**src/rtl/uart_tx_arbiter_if.sv**
```systemverilog
// ---------------------------------------------------------------------------
// uart_tx_arbiter_if
//
// Purpose:
//   Bundles the requester-side handshake and the transmitter-side signals of
//   the UART TX arbiter into one interface. The arbiter connects through the
//   'master' modport. The environment (requesters plus the UART transmitter)
//   connects through the 'slave' modport.
//
// Signal summary:
//   req       [N_REQ]           per-requester "byte available" level
//   req_data  [N_REQ*DATA_BIT]  packed bytes, requester i at [i*DATA_BIT +: DATA_BIT]
//   gnt       [N_REQ]           one-hot single-cycle "byte taken" pulse
//   tx_data   [DATA_BIT]        registered byte presented to the transmitter
//   tx_start                    single-cycle start pulse to the transmitter
//   tx_ready                    transmitter idle flag (high = idle)
//   owner     [clog2(N_REQ)]    current or last granted requester
//   busy                        arbiter is not idle
//   err                         sticky start-acknowledge timeout flag
// ---------------------------------------------------------------------------
interface uart_tx_arbiter_if #(
    parameter int N_REQ    = 4,
    parameter int DATA_BIT = 8
);
    localparam int OW = (N_REQ > 1) ? $clog2(N_REQ) : 1;

    logic [N_REQ-1:0]          req;
    logic [N_REQ*DATA_BIT-1:0] req_data;
    logic [N_REQ-1:0]          gnt;
    logic [DATA_BIT-1:0]       tx_data;
    logic                      tx_start;
    logic                      tx_ready;
    logic [OW-1:0]             owner;
    logic                      busy;
    logic                      err;

    // Arbiter side
    modport master (
        input  req, req_data, tx_ready,
        output gnt, tx_data, tx_start, owner, busy, err
    );

    // Requesters and transmitter side
    modport slave (
        output req, req_data, tx_ready,
        input  gnt, tx_data, tx_start, owner, busy, err
    );
endinterface

```
**src/rtl/uart_tx_arbiter.sv**
```systemverilog
// ---------------------------------------------------------------------------
// uart_tx_arbiter
//
// Purpose:
//   Round-robin arbiter that shares a single UART transmitter among N_REQ
//   byte producers. It picks a requester, loads that requester's byte into
//   tx_data and pulses tx_start. It then follows tx_ready through the frame
//   before it arbitrates again.
//
// Ports:
//   clk   system clock
//   rst   synchronous, active-low reset
//   bus   uart_tx_arbiter_if.master (req, req_data, tx_ready in;
//         gnt, tx_data, tx_start, owner, busy, err out)
//
// Parameters:
//   N_REQ        number of requesters (2..8)
//   DATA_BIT     byte width, must match the transmitter
//   ACK_TIMEOUT  cycles after tx_start within which tx_ready must fall
//   BURST_MAX    maximum consecutive bytes per ownership (burst build only)
//
// Configuration:
//   `define UART_ARB_BURST_EN enables burst continuation. When the owner still
//   requests at the end of a frame, it keeps the transmitter for up to
//   BURST_MAX bytes without re-arbitration. Without the macro, ownership
//   rotates after every byte and no burst counter exists.
// ---------------------------------------------------------------------------
module uart_tx_arbiter #(
    parameter int N_REQ       = 4,
    parameter int DATA_BIT    = 8,
    parameter int ACK_TIMEOUT = 4,
    parameter int BURST_MAX   = 4
) (
    input  logic               clk,
    input  logic               rst,
    uart_tx_arbiter_if.master  bus
);
    localparam int OW = (N_REQ > 1) ? $clog2(N_REQ) : 1;
    localparam int CW = $clog2(ACK_TIMEOUT + 1);

    // Reject parameter sets the arbiter is not built for.
    if (N_REQ < 2 || N_REQ > 8 || ACK_TIMEOUT < 1 || BURST_MAX < 1) begin : gBadParam
        $error("uart_tx_arbiter: unsupported parameter combination");
    end

    typedef enum logic [1:0] {
        IDLE,
        LOAD,
        WAIT_BUSY,
        WAIT_DONE
    } state_e;

    state_e              state_q, state_d;
    logic [OW-1:0]       owner_q, owner_d;
    logic [DATA_BIT-1:0] txData_q, txData_d;
    logic [CW-1:0]       cnt_q, cnt_d;
    logic                err_q, err_d;

`ifdef UART_ARB_BURST_EN
    localparam int BW = $clog2(BURST_MAX + 1);
    logic [BW-1:0]       burst_q, burst_d;
`endif

    // Unpack the flat data bus so each byte can be selected by requester index.
    logic [DATA_BIT-1:0] reqByte [N_REQ];
    for (genvar g = 0; g < N_REQ; g++) begin : gUnpack
        assign reqByte[g] = bus.req_data[g*DATA_BIT +: DATA_BIT];
    end

    // Round-robin search. The search starts one past the last owner and wraps.
    // The last candidate is the owner itself, so a lone request from the
    // previous owner is still served.
    logic          found;
    logic [OW-1:0] winner;
    always_comb begin
        found  = 1'b0;
        winner = owner_q;
        for (int k = 1; k <= N_REQ; k++) begin
            if (!found && bus.req[OW'((int'(owner_q) + k) % N_REQ)]) begin
                found  = 1'b1;
                winner = OW'((int'(owner_q) + k) % N_REQ);
            end
        end
    end

    // State register and datapath registers. The reset is sampled at the edge,
    // so a reset mid-frame drops straight back to IDLE and LOAD is never
    // entered in that cycle.
    always_ff @(posedge clk) begin
        if (!rst) begin
            state_q  <= IDLE;
            owner_q  <= OW'(N_REQ - 1);
            txData_q <= '0;
            cnt_q    <= '0;
            err_q    <= 1'b0;
`ifdef UART_ARB_BURST_EN
            burst_q  <= '0;
`endif
        end else begin
            state_q  <= state_d;
            owner_q  <= owner_d;
            txData_q <= txData_d;
            cnt_q    <= cnt_d;
            err_q    <= err_d;
`ifdef UART_ARB_BURST_EN
            burst_q  <= burst_d;
`endif
        end
    end

    // Next-state logic. LOAD preloads the counter with 1, so cnt_q equals the
    // number of cycles since tx_start while in WAIT_BUSY. The timeout then
    // lands err on cycle LOAD+ACK_TIMEOUT. A timed-out byte still counts as
    // sent, and owner is kept so that rotation advances.
    always_comb begin
        state_d  = state_q;
        owner_d  = owner_q;
        txData_d = txData_q;
        cnt_d    = cnt_q;
        err_d    = err_q;
`ifdef UART_ARB_BURST_EN
        burst_d  = burst_q;
`endif
        case (state_q)
            IDLE: begin
                if (bus.tx_ready && found) begin
                    owner_d  = winner;
                    txData_d = reqByte[winner];
                    state_d  = LOAD;
                end
            end
            LOAD: begin
                cnt_d   = CW'(1);
                state_d = WAIT_BUSY;
            end
            WAIT_BUSY: begin
                if (!bus.tx_ready) begin
                    cnt_d   = '0;
                    state_d = WAIT_DONE;
                end else if (cnt_q >= CW'(ACK_TIMEOUT - 1)) begin
                    cnt_d   = '0;
                    err_d   = 1'b1;
                    state_d = IDLE;
`ifdef UART_ARB_BURST_EN
                    burst_d = '0;
`endif
                end else begin
                    cnt_d = cnt_q + CW'(1);
                end
            end
            WAIT_DONE: begin
                if (bus.tx_ready) begin
`ifdef UART_ARB_BURST_EN
                    // The owner keeps the transmitter while it still has bytes
                    // and its burst allowance is not used up.
                    if (bus.req[owner_q] && (burst_q < BW'(BURST_MAX - 1))) begin
                        burst_d  = burst_q + BW'(1);
                        txData_d = reqByte[owner_q];
                        state_d  = LOAD;
                    end else begin
                        burst_d  = '0;
                        state_d  = IDLE;
                    end
`else
                    state_d = IDLE;
`endif
                end
            end
            default: begin
                state_d = IDLE;
            end
        endcase
    end

    // Outputs. tx_start and gnt are decoded from LOAD, so each one is exactly
    // one cycle wide.
    always_comb begin
        bus.tx_start = (state_q == LOAD);
        bus.gnt      = (state_q == LOAD) ? (N_REQ'(1) << owner_q) : '0;
        bus.tx_data  = txData_q;
        bus.owner    = owner_q;
        bus.busy     = (state_q != IDLE);
        bus.err      = err_q;
    end
endmodule

```
**src/flat_wrapper.sv**
```systemverilog
// flat-port wrapper written by rule: the top's interface ports become plain ports
module uart_tx_arbiter_flat 
#(
    parameter int N_REQ       = 4,
    parameter int DATA_BIT    = 8,
    parameter int ACK_TIMEOUT = 4,
    parameter int BURST_MAX   = 4
)
  (clk, rst, bus_req, bus_req_data, bus_tx_ready, bus_gnt, bus_tx_data, bus_tx_start, bus_owner, bus_busy, bus_err);
  uart_tx_arbiter_if #(.N_REQ(N_REQ), .DATA_BIT(DATA_BIT)) bus_i ();
  input  logic clk;
  input  logic rst;
  input wire logic [$bits(bus_i.req)-1:0] bus_req;
  input wire logic [$bits(bus_i.req_data)-1:0] bus_req_data;
  input wire logic [$bits(bus_i.tx_ready)-1:0] bus_tx_ready;
  output wire logic [$bits(bus_i.gnt)-1:0] bus_gnt;
  output wire logic [$bits(bus_i.tx_data)-1:0] bus_tx_data;
  output wire logic [$bits(bus_i.tx_start)-1:0] bus_tx_start;
  output wire logic [$bits(bus_i.owner)-1:0] bus_owner;
  output wire logic [$bits(bus_i.busy)-1:0] bus_busy;
  output wire logic [$bits(bus_i.err)-1:0] bus_err;
  assign bus_i.req = bus_req;
  assign bus_i.req_data = bus_req_data;
  assign bus_i.tx_ready = bus_tx_ready;
  assign bus_gnt = bus_i.gnt;
  assign bus_tx_data = bus_i.tx_data;
  assign bus_tx_start = bus_i.tx_start;
  assign bus_owner = bus_i.owner;
  assign bus_busy = bus_i.busy;
  assign bus_err = bus_i.err;
  uart_tx_arbiter #(.N_REQ(N_REQ), .DATA_BIT(DATA_BIT), .ACK_TIMEOUT(ACK_TIMEOUT), .BURST_MAX(BURST_MAX)) u_core (.clk(clk), .rst(rst), .bus(bus_i));
endmodule
```
**config.mk**
```make
export PLATFORM = sky130hd
export DESIGN_NAME = uart_tx_arbiter_flat
export DESIGN_NICKNAME = d
export VERILOG_FILES = /design/src/rtl/uart_tx_arbiter_if.sv /design/src/rtl/uart_tx_arbiter.sv /design/src/flat_wrapper.sv
export SDC_FILE = /design/constraint.sdc
export NUM_CORES = 1
export LEC_CHECK = 0
export CAP_MARGIN = 20
export CORE_MARGIN = 8
export CORE_UTILIZATION = 35
export CTS_BUF_LIST = sky130_fd_sc_hd__clkbuf_4 sky130_fd_sc_hd__clkbuf_8 sky130_fd_sc_hd__clkbuf_16
export DETAILED_ROUTE_END_ITERATION = 10
export PLACE_DENSITY_LB_ADDON = 0.05
export SLEW_MARGIN = 20
export SYNTH_ARGS = -nofsm -noshare
export SYNTH_HDL_FRONTEND = slang
export SYNTH_SLANG_ARGS = --single-unit
```
**constraint.sdc**
```tcl
create_clock -name clk -period 2.94 [get_ports clk]
set_input_delay 0.441 -clock clk [delete_from_list [all_inputs] [get_ports clk]]
set_output_delay 0.441 -clock clk [all_outputs]
set_load 0.05 [all_outputs]
```
==> results.json <==
{
  "die_w_um": 80.79,
  "worst-setup-path-type": "register to register",
  "grt_usage": 0.1394,
  "skew_ns": 0.002276,
  "avgSynthCellArea_um2": 8.590,
  "cts_htree_levels": 1,
  "power_w": 0.001647,
  "start_util": 0.3646,
  "tns_ns": 0,
  "rsz0062_at_grt": "false",
  "ant_nets": 0,
  "antennaDiodeCount": 0,
  "worst-path-buf-inv": 1,
  "grt_pass1_vias": 1494,
  "clk_latency_ns": 0.25,
  "synth_top_cell_by_area": "dfxtp_1",
  "path_cells": "inv_1 > ha_1 > mux4_2 > nand2b_4 > a21oi_2 > or2_1 > o311ai_2",
  "syn_nets": 221,
  "p_switching_w": 0.0008149,
  "syn_area_um2": 1469,
  "yosys-top-cells-count": "nand2_1 (31), dfxtp_1 (16), ha_1 (11), o21ai_0 (11)",
  "slowest_delay_ns": 0.53,
  "postCtsSetupRepairBufs": 0,
  "die_y_um": 80.79,
  "fmax_mhz": 374.4,
  "path_clk_slew_ns": 0.06,
  "place_inst": 268,
  "cts_resized": 0,
  "drv_slew": 0,
  "ir_drop_uv": 369.5,
  "yosys_warnings": 0,
  "synth_top_area_frac": 0.2181,
  "ys_ff_latch": 16,
  "antenna_found_initial": 0,
  "pwr-share-comb": 0.675,
  "dp_hpwl_um": 3431,
  "status": "finished clean",
  "cap_violations": 0,
  "grt_pass1_wl_um": 7334,
  "async_flop_share": 0,
  "synth_cell_types": 42,
  "synthMostInstantiatedCell": "nand2_1",
  "cp-start-kind": "register",
  "setup-violations-final": 0,
  "synth_area_leaders": "dfxtp_1 (22%), ha_1 (9.4%), nand2_1 (7.9%)",
  "leakagePower_nw": 0.7984,
  "cts_hold_buf": 0,
  "synth_flop_cell": "dfxtp_1",
  "p_int_w": 0.0008323,
  "critPathCaptureType": "register",
  "clockPowerShare": 0.120,
  "cp_max_fo": 9,
  "first_pass_iters": 4,
  "dieArea_um2": 6526,
  "cts.sink_count": 16,
  "drive_gt1_frac": 0.1036,
  "crit_slowest_cell": "dfxtp_1",
  "min_period_over_period": 0.9085,
  "via_count": 1469,
  "p_per_area_nw_per_um2": 787.3,
  "worstMarginPinSlew_ns": 0.9309,
  "nets": 273,
  "placed_area_um2": 2037,
  "cts.path.max_buffers": 2,
  "root_buffer": "clkbuf_8",
  "crit_required_ns": 3.06,
  "vias_per_cell": 5.401,
  "syn-instance-count": 171,
  "synth_edf_count": 0,
  "drc": 0,
  "portBuffers": 55,
  "drt-total-wl_um": 4346,
  "overflow": 0,
  "fin_cells": 272,
  "seqPwrFrac": 0.205,
  "arrival_ns": 2.79,
  "wl_per_cell_um": 15.98,
  "hold_violations": 0,
  "core_area_um2": 4029,
  "grt_max_degree": 16,
  "rows": 23,
  "syn_to_final_growth_pct": 42.42,
  "hp-class": "register to register",
  "crit_family": "simple AND/OR/NAND/NOR gates",
  "final_area_um2": 2092,
  "power_switching_share": 0.4947,
  "cts_buffers": 3,
  "num_io_pins": 56,
  "ys_seq_area_frac": 0.2181,
  "place.gp.congestion": 0.8309,
  "drt_iter0_drc": 116,
  "cts_tree": "built",
  "min_period_ns": 2.671,
  "relSlewSlack": 0.3746
}
cells in the final DEF (no fill, tap or decap), drive strengths merged:
| cell type | n |
|---|---|
| or2 | 2 |
| o21ai | 12 |
| o211a | 1 |
| nand2b | 2 |
| dfxtp | 16 |
| and2 | 6 |
| buf | 3 |
| clkdlybuf4s50 | 55 |
| or3 | 3 |
| mux4 | 2 |
| a211oi | 1 |
| o21a | 3 |
| nor3 | 1 |
| clkbuf | 4 |
| a31oi | 1 |
| or3b | 1 |
| xnor2 | 1 |
| nand4 | 1 |
| nor2 | 3 |
| a21oi | 10 |
| o211ai | 9 |
| o311a | 1 |
| nand3 | 1 |
| mux2i | 9 |
| o311ai | 8 |
| o41a | 1 |
| o22ai | 1 |
| or4b | 1 |
| and3 | 2 |
| mux2 | 2 |
| ha | 11 |
| o221ai | 8 |
| nand2 | 31 |
| inv | 7 |
| nor2b | 2 |
area by class of cell:
type,instances,area (µm²)
fill,374,1937
sequential,16,320.3
multi-input combinational,137,1055
timing repair buffer,58,573.1
inverter,7,26.28
clock buffer,4,55.05
tap,50,62.56
layer usage:
| metal | GRT usage | up-vias | wire, µm |
|---|---|---|---|
| met5 | 0 | - | 0 |
| met4 | 0.04464 | 0 | 53 |
| met1 | 0.1912 | 664 | 2076 |
| li1 | - | 743 | - |
| met3 | 0.03311 | 5 | 380 |
| met2 | 0.2093 | 57 | 1836 |
power by group through the flow:
stage / logic, W / registers (W) / clock network, W
floorplan: 0.000672 / 0.000490 / 0
global placement: 0.00109 / 0.000340 / 0
detailed placement: 0.00111 / 0.000341 / 0
CTS: 0.00112 / 0.000338 / 0.000202
global route: 0.00121 / 0.000350 / 0.000213
finish: 0.00111 / 0.000338 / 0.000198
registers in the layout (all words and copies together), names as in the netlist:
signal / count
u_core.bus.tx_data: 8
u_core.cnt_q: 3
u_core.bus.owner: 2
u_core.state_q: 2
u_core.bus.err: 1
worst min-delay path: stages (launching register included):
cell	delay [ns]
dfxtp_1	0.33
nand2_1	0.06
o311ai_2	0.06
per-stage QoR:
| step | setup WS (ns) | hold WS (ns) | util |
|---|---|---|---|
| floorplan | 0.1691 | 0.5120 | - |
| global placement | 0.2931 | 0.4558 | 0.5056 |
| detailed placement | 0.2037 | 0.4608 | 0.5056 |
| CTS | 0.2548 | 0.4742 | 0.5193 |
| global route | 0.08712 | 0.5129 | 0.5193 |
| finish | 0.2689 | 0.4720 | 0.5193 |
logic make-up (layout without fill, tap and decap cells):
kind of cell | Yosys count | count (layout) | synth area share
AOI/OAI and AO/OA | 56 | 56 | 0.3169
xor gates and xnor gates | 1 | 1 | 0.005964
adders and majority gates | 11 | 11 | 0.09370
buffers and inverters | 18 | 69 | 0.06388
DFF | 16 | 16 | 0.2181
muxes | 13 | 13 | 0.1099
and+or+nand+nor | 56 | 56 | 0.1917
final timing paths:
path                         startpoint                     to  slack (ns)  depth (start not counted)
setup reg to reg    u_core.bus.owner[0]  u_core.bus.tx_data[5]        0.27                          7
setup / recovery    u_core.bus.owner[0]  u_core.bus.tx_data[5]        0.27                          7
hold reg to reg   u_core.bus.tx_data[1]  u_core.bus.tx_data[1]        0.47                          2
hold / removal    u_core.bus.tx_data[1]  u_core.bus.tx_data[1]        0.47                          2
(Power assumes the default switching activity.)
